$ cat src/rtl/clint_arbiter.sv
// Two-requester round-robin arbiter in front of the CLINT timer block.
// Each access takes three cycles: latch (IDLE), slave strobe (ACCESS), ack (RESP).
module clint_arbiter #(
    parameter int AW = 32,
    parameter int DW = 32
) (
    input  logic          i_clk,
    input  logic          i_rst,
    input  logic          i_m0_req,
    input  logic          i_m0_we,
    input  logic [AW-1:0] i_m0_addr,
    input  logic [DW-1:0] i_m0_wdata,
    output logic          o_m0_ack,
    output logic [DW-1:0] o_m0_rdata,
    input  logic          i_m1_req,
    input  logic          i_m1_we,
    input  logic [AW-1:0] i_m1_addr,
    input  logic [DW-1:0] i_m1_wdata,
    output logic          o_m1_ack,
    output logic [DW-1:0] o_m1_rdata,
    output logic          o_s_wen,
    output logic          o_s_ren,
    output logic [AW-1:0] o_s_addr,
    output logic [DW-1:0] o_s_wrdata,
    input  logic [DW-1:0] i_s_rddata
);

    typedef enum logic [1:0] {
        ST_IDLE   = 2'd0,
        ST_ACCESS = 2'd1,
        ST_RESP   = 2'd2
    } state_t;

    state_t        r_state;
    state_t        w_state_next;
    logic          r_win;
    logic          r_we;
    logic          r_last;
    logic [AW-1:0] r_addr;
    logic [DW-1:0] r_wdata;
    logic [DW-1:0] r_m0_rdata;
    logic [DW-1:0] r_m1_rdata;

    logic          w_grant1;
    logic          w_latch;
    logic          w_wen;
    logic          w_ren;
    logic          w_ack0;
    logic          w_ack1;

    // Requester 1 wins when alone, or on a tie when requester 0 was granted last.
    assign w_grant1 = i_m1_req & (~i_m0_req | ~r_last);

    always_ff @(posedge i_clk) begin
        if (!i_rst) begin
            r_state <= ST_IDLE;
        end else begin
            r_state <= w_state_next;
        end
    end

    always_comb begin
        w_state_next = r_state;
        w_latch      = 1'b0;
        w_wen        = 1'b0;
        w_ren        = 1'b0;
        w_ack0       = 1'b0;
        w_ack1       = 1'b0;
        case (r_state)
            ST_IDLE: begin
                if (i_m0_req || i_m1_req) begin
                    w_latch      = 1'b1;
                    w_state_next = ST_ACCESS;
                end
            end
            ST_ACCESS: begin
                w_wen        = r_we;
                w_ren        = ~r_we;
                w_state_next = ST_RESP;
            end
            ST_RESP: begin
                w_ack0       = ~r_win;
                w_ack1       = r_win;
                w_state_next = ST_IDLE;
            end
            default: w_state_next = ST_IDLE;
        endcase
    end

    always_ff @(posedge i_clk) begin
        if (!i_rst) begin
            r_win      <= 1'b0;
            r_we       <= 1'b0;
            r_last     <= 1'b1;
            r_addr     <= '0;
            r_wdata    <= '0;
            r_m0_rdata <= '0;
            r_m1_rdata <= '0;
        end else begin
            if (w_latch) begin
                r_win   <= w_grant1;
                r_we    <= w_grant1 ? i_m1_we    : i_m0_we;
                r_addr  <= w_grant1 ? i_m1_addr  : i_m0_addr;
                r_wdata <= w_grant1 ? i_m1_wdata : i_m0_wdata;
            end
            // Writes return zero so a stale read value never masquerades as write data.
            if (w_wen || w_ren) begin
                if (r_win) begin
                    r_m1_rdata <= r_we ? '0 : i_s_rddata;
                end else begin
                    r_m0_rdata <= r_we ? '0 : i_s_rddata;
                end
            end
            if (w_ack0 || w_ack1) begin
                r_last <= r_win;
            end
        end
    end

    assign o_m0_ack   = w_ack0;
    assign o_m1_ack   = w_ack1;
    assign o_m0_rdata = r_m0_rdata;
    assign o_m1_rdata = r_m1_rdata;
    assign o_s_wen    = w_wen;
    assign o_s_ren    = w_ren;
    assign o_s_addr   = r_addr;
    assign o_s_wrdata = r_wdata;

endmodule
$ cat config.mk
export PLATFORM = sky130hd
export DESIGN_NAME = clint_arbiter
export DESIGN_NICKNAME = d
export VERILOG_FILES = /design/src/rtl/clint_arbiter.sv
export SDC_FILE = /design/constraint.sdc
export NUM_CORES = 1
export LEC_CHECK = 0
export CAP_MARGIN = 20
export CORE_ASPECT_RATIO = 1.5
export CORE_MARGIN = 5
export CORE_UTILIZATION = 41
export CTS_BUF_LIST = sky130_fd_sc_hd__clkbuf_2
export CTS_CLUSTER_DIAMETER = 60
export CTS_CLUSTER_SIZE = 10
export DETAILED_ROUTE_END_ITERATION = 16
export MAX_ROUTING_LAYER = met4
export PLACE_DENSITY = 0.82
export SLEW_MARGIN = 25
export SYNTH_ARGS = -nofsm -noshare
export SYNTH_HDL_FRONTEND = slang
export SYNTH_SLANG_ARGS = --single-unit
$ cat constraint.sdc
create_clock -name i_clk -period 1.6 [get_ports i_clk]
set_input_delay 0.24 -clock i_clk [delete_from_list [all_inputs] [get_ports i_clk]]
set_output_delay 0.24 -clock i_clk [all_outputs]
set_load 0.05 [all_outputs]
* Word-level counts from Yosys, hierarchy flattened
Index checks and enable logic that the tools add are counted.
Word-level totals: flip-flop bits (word level) 133, latch bits 0, RAM bits 0, ROM bits 0, input bits 166, output and inout port bits 132, memories 0
Cells by class: $add $sub $neg 0, multiply operators 0, div/mod/pow operators 0, magnitude comparators 0, equal/unequal tests 3, shifts and indexed selects 0, muxes and demuxes 12, bitwise logic cells 6, reductions and logical operators 6
Operator list (number):
- 32-bit two-way mux | 3
- 1-bit two-way mux | 7
- 1-bit NOT | 4
- 2-bit one-hot mux with 2 select lines | 1
- 2-bit AND reduction | 2
- 1-bit logical OR | 3
- 2-bit by 1-bit == test with 1-bit output, second input constant | 1
- 2-bit == test, second input constant | 1
- 2-bit logical NOT | 1
- 2-bit two-way mux | 1
- 2-bit inequality test, second input constant | 1
- 1-bit bitwise AND | 1
- 1-bit OR | 1

* Longest topological paths before layout
depth in word-level cells 4, gate-level depth with buffers 6

* Least setup slack after synthesis
OpenSTA, ideal clock, no wires.
path kind flip-flop to output port, start register r_we, end output port o_s_ren, arrival time 1735 ps, data required time 1360 ps, setup slack -375 ps, stages on the path, launching flop included 3, buffers on the path 1, cell sequence dfxtp_1 > clkbuf_1 > nor3b_1
Between the ends: longest elaborated chain between the ends 2
RTL lines:
- from (decl) | line 37 | logic r_we;
- from (signal assigned) | line 102 | r_we <= w_grant1 ? i_m1_we : i_m0_we;
- 1-bit NOT | line 78 | w_ren = ~r_we;
- 1-bit two-way mux | line 69 | case (r_state)
- to (decl) | line 22 | output logic o_s_ren,
No other way between the ends.

* Final worst setup path
start register r_state[0], end output port o_m1_ack
Between the ends: longest elaborated chain between the ends 2
RTL lines:
- from (decl) | line 34 | state_t r_state;
- from (signal assigned) | line 58 | r_state <= w_state_next;
- 2-bit == test | line 69
- 1-bit two-way mux | line 69
- to (decl) | line 19 | output logic o_m1_ack,
No other way between the ends.

==> results.md <==
* Area delta synth->final at 68.25%
* Arr. time, crit path at between 1.5 and 2 ns
* Commonest cells after routing, fill and taps aside: nand2_1 (258), clkdlybuf4s50_1 (165), a21oi_1 (130)
* Post-synth EDFFs at 0
* Final Non-Filler Cells at between 1000 and 1500
* Total grt overflow at 0
* Total track usage at 0.2353
* DP Wirelength at 14.42 mm
* Floorplan row count at 53
* Top FF cell, synth: dfxtp_1
* Slowest CP cell: dfxtp_2
* Overall power at ~0.0094 W
* Worst setup margin at -0.2124 ns
* Antenna violations before repair at 1
* Clk pin slew, worst setup/hold paths at between 0.2 and 0.25 ns
* Critical Path RT at ~1.4 ns
* Core region area at between 0.01 and 0.015 mm²
* Setup CP Type: reg2out
* Total negative slack at -0.7908 ns
* WL met3 at approximately 1.2 mm
* Max_slew headroom at 0.7036
* Gpl congestion at 0.8641
* Kind of end point of the critical path: output port
* Drt total wl at ~21 mm
* First-pass GRT wire length at just over 30 mm
* Cell Pwr Density at about 950 mW/mm²
* Syn Inst Count at a little over 700
* Clk root buf: clkbuf_2
* Failing checks: setup timing
* PortBufs at 297
* Vias in the first global route at ~6000
* Worst setup SP type: flip-flop
* Most common cell after layout, fill and taps aside: nand2_1
* Static Leak at about 3.8 nW
* Clk_lat worst skew at 0.70 ns
* Finished Cell Area at around 0.01 mm²
* RSZ-0062 raised after global routing: true
* Hold-fix buffers, CTS at 0
* Clock sink count at 133
* Starting DRC count in detailed routing at 242
* Routed met1 length at about 7.6 mm
* Synth cell types at 29
* Final worst clock skew at 0.03226 ns
* Outcome: finished with violations
* Yosys reg bits at 133
* Period utilization at 1.133
* DR DRC count at 0
* Final min period at between 1.5 and 2 ns
* Worst Path Max Fanout at 3
* Synthesized area per cell at 8.315 µm²
* Crit path cell chain: buf_6 > nand2b_4 > nor2_4 > buf_12
* Register area share after synthesis at 0.4523
* Area of placed instances at about 0.0088 mm²
* Min-delay worst type: in2reg
* Fillcell total at ~1100
* Maximum resistive drop on vdd at 0.0005118 V
* Top layer reached by signal wires: met4
* H-Tree Depth at 4
* Endpoints failing setup at 4
* Dpl cells at roughly 1200
* Largest net degree at the start of global routing at 53
* Wire per inst at 17.53 µm
* Asr flop ratio synth at 0
* ANT nets after route at 0
* DRT Pass-1 Iters at 5
* Max-Cap Viols at 0
* Final hold vios at 0
* Vias per Instance at roughly 5.2
* Clock Tree Buf Depth at 2
* Nets at between 1000 and 1500
* Slew Viols, Final at 0
* Vias post-DR at ~6200
* Max Freq at approximately 0.55 GHz
* Syn_nets at 874
* Tightest Pin Transition at 0.4446 ns
* Starting density of the core at 0.4187
* Share of cells above drive strength 1 at 0.3410
* CTS tree: done
* Die Wd at 107.8 µm
* Die height at 156.8 µm
* Die area at about 0.017 mm²
* CTS Buf Count at 17
* Mapped cell area at around 0.0059 mm²
* I/O Pins at between 200 and 300
* Ys Warns at 0
* Crit-path max cell delay at 0.37 ns
* Met2 Wirelength at 11.26 mm
-- state kept, by name (all words and copies together), names as in the netlist --
signal / cells
o_m0_rdata: 32
o_m1_rdata: 32
o_s_addr: 32
o_s_wrdata: 32
r_state: 2
r_last: 1
r_we: 1
r_win: 1
-- worst paths after layout --
kind                          startpoint                          end  slack (ns)  cells past startpoint
min                         i_m0_addr[8]     o_s_addr[8]$_SDFFE_PN0P_        0.08                      3
max reg2reg      r_state[0]$_SDFFE_PN0P_    o_s_addr[12]$_SDFFE_PN0P_        0.07                      6
max              r_state[0]$_SDFFE_PN0P_                     o_m1_ack       -0.21                      4
min reg2reg  o_m0_rdata[27]$_SDFFE_PN0P_  o_m0_rdata[27]$_SDFFE_PN0P_        0.47                      2
-- power by group --
group | internal, W | switching, W
logic | 0.00137 | 0.00184
registers | 0.00360 | 0.000200
clock network | 0.00104 | 0.00135
total | 0.00602 | 0.00339
-- through the flow --
| stage | utilization | hold slack (ns) | setup slack (ns) |
|---|---|---|---|
| CTS | 0.6598 | 0.008263 | -0.2936 |
| detailed placement | 0.6289 | 0.4469 | -0.1583 |
| floorplan | - | 0.3575 | 0.08350 |
| global placement | 0.6289 | 0.4422 | -0.08246 |
| global route | 0.7043 | 0.01027 | -0.3468 |
| finish | 0.7045 | 0.08005 | -0.2124 |
-- cells in the mapped netlist, types with 2 or more instances --
cell | number | area (µm²)
dfxtp_1 | 133 | 2663
clkbuf_1 | 35 | 131.4
buf_1 | 2 | 7.510
nor2_1 | 2 | 7.510
nand2_1 | 258 | 968.4
buf_6 | 9 | 101.4
nor3b_1 | 2 | 15.01
nor2b_1 | 32 | 200.2
buf_2 | 19 | 95.09
a311oi_1 | 15 | 131.4
a21oi_1 | 130 | 650.6
a311oi_2 | 50 | 750.7
buf_4 | 4 | 30.03
and3b_1 | 2 | 17.52
-- layout make-up --
class | count | area [µm²] | area share
clock buffer | 17 | 85.08 | 0.008590
multi-input combinational | 504 | 2894 | 0.2922
timing repair buffer | 333 | 3699 | 0.3734
tap | 192 | 240.2 | 0.02425
inverter | 2 | 10.01 | 0.001011
clock inverter | 14 | 201.4 | 0.02034
antenna | 2 | 5.005 | 0.0005053
sequential | 133 | 2770 | 0.2797
-- worst max-delay path: cells and delay by family (launching register included) --
family | cells | cell delay (ns)
simple gates | 2 | 0.28
flops | 1 | 0.37
buf+inv | 2 | 0.26
-- layer usage --
layer | global-route usage | vias to the layer above
met5 | - | -
li1 | - | 2995
met3 | 0.04787 | 55
met4 | 0.1155 | 0
met2 | 0.4116 | 272
met1 | 0.2504 | 2914
-- logic make-up after synthesis --
family / Yosys count / synth area share
AND/OR/NAND/NOR: 305 / 0.2176
AO/OA/AOI/OAI: 199 / 0.2667
flip-flops: 133 / 0.4523
buffers and inverters: 71 / 0.06334
-- timing repair --
item / in CTS / in global routing
setup buffers: 5 / 3
endpoints found under the setup margin: 24 / 127
gates resized for setup: 35 / 202
endpoints found under the hold margin: 0 / 0
pin swaps: 1 / 1
cloned: 0 / 1
No activity file was read; power rests on OpenSTA's default activity.
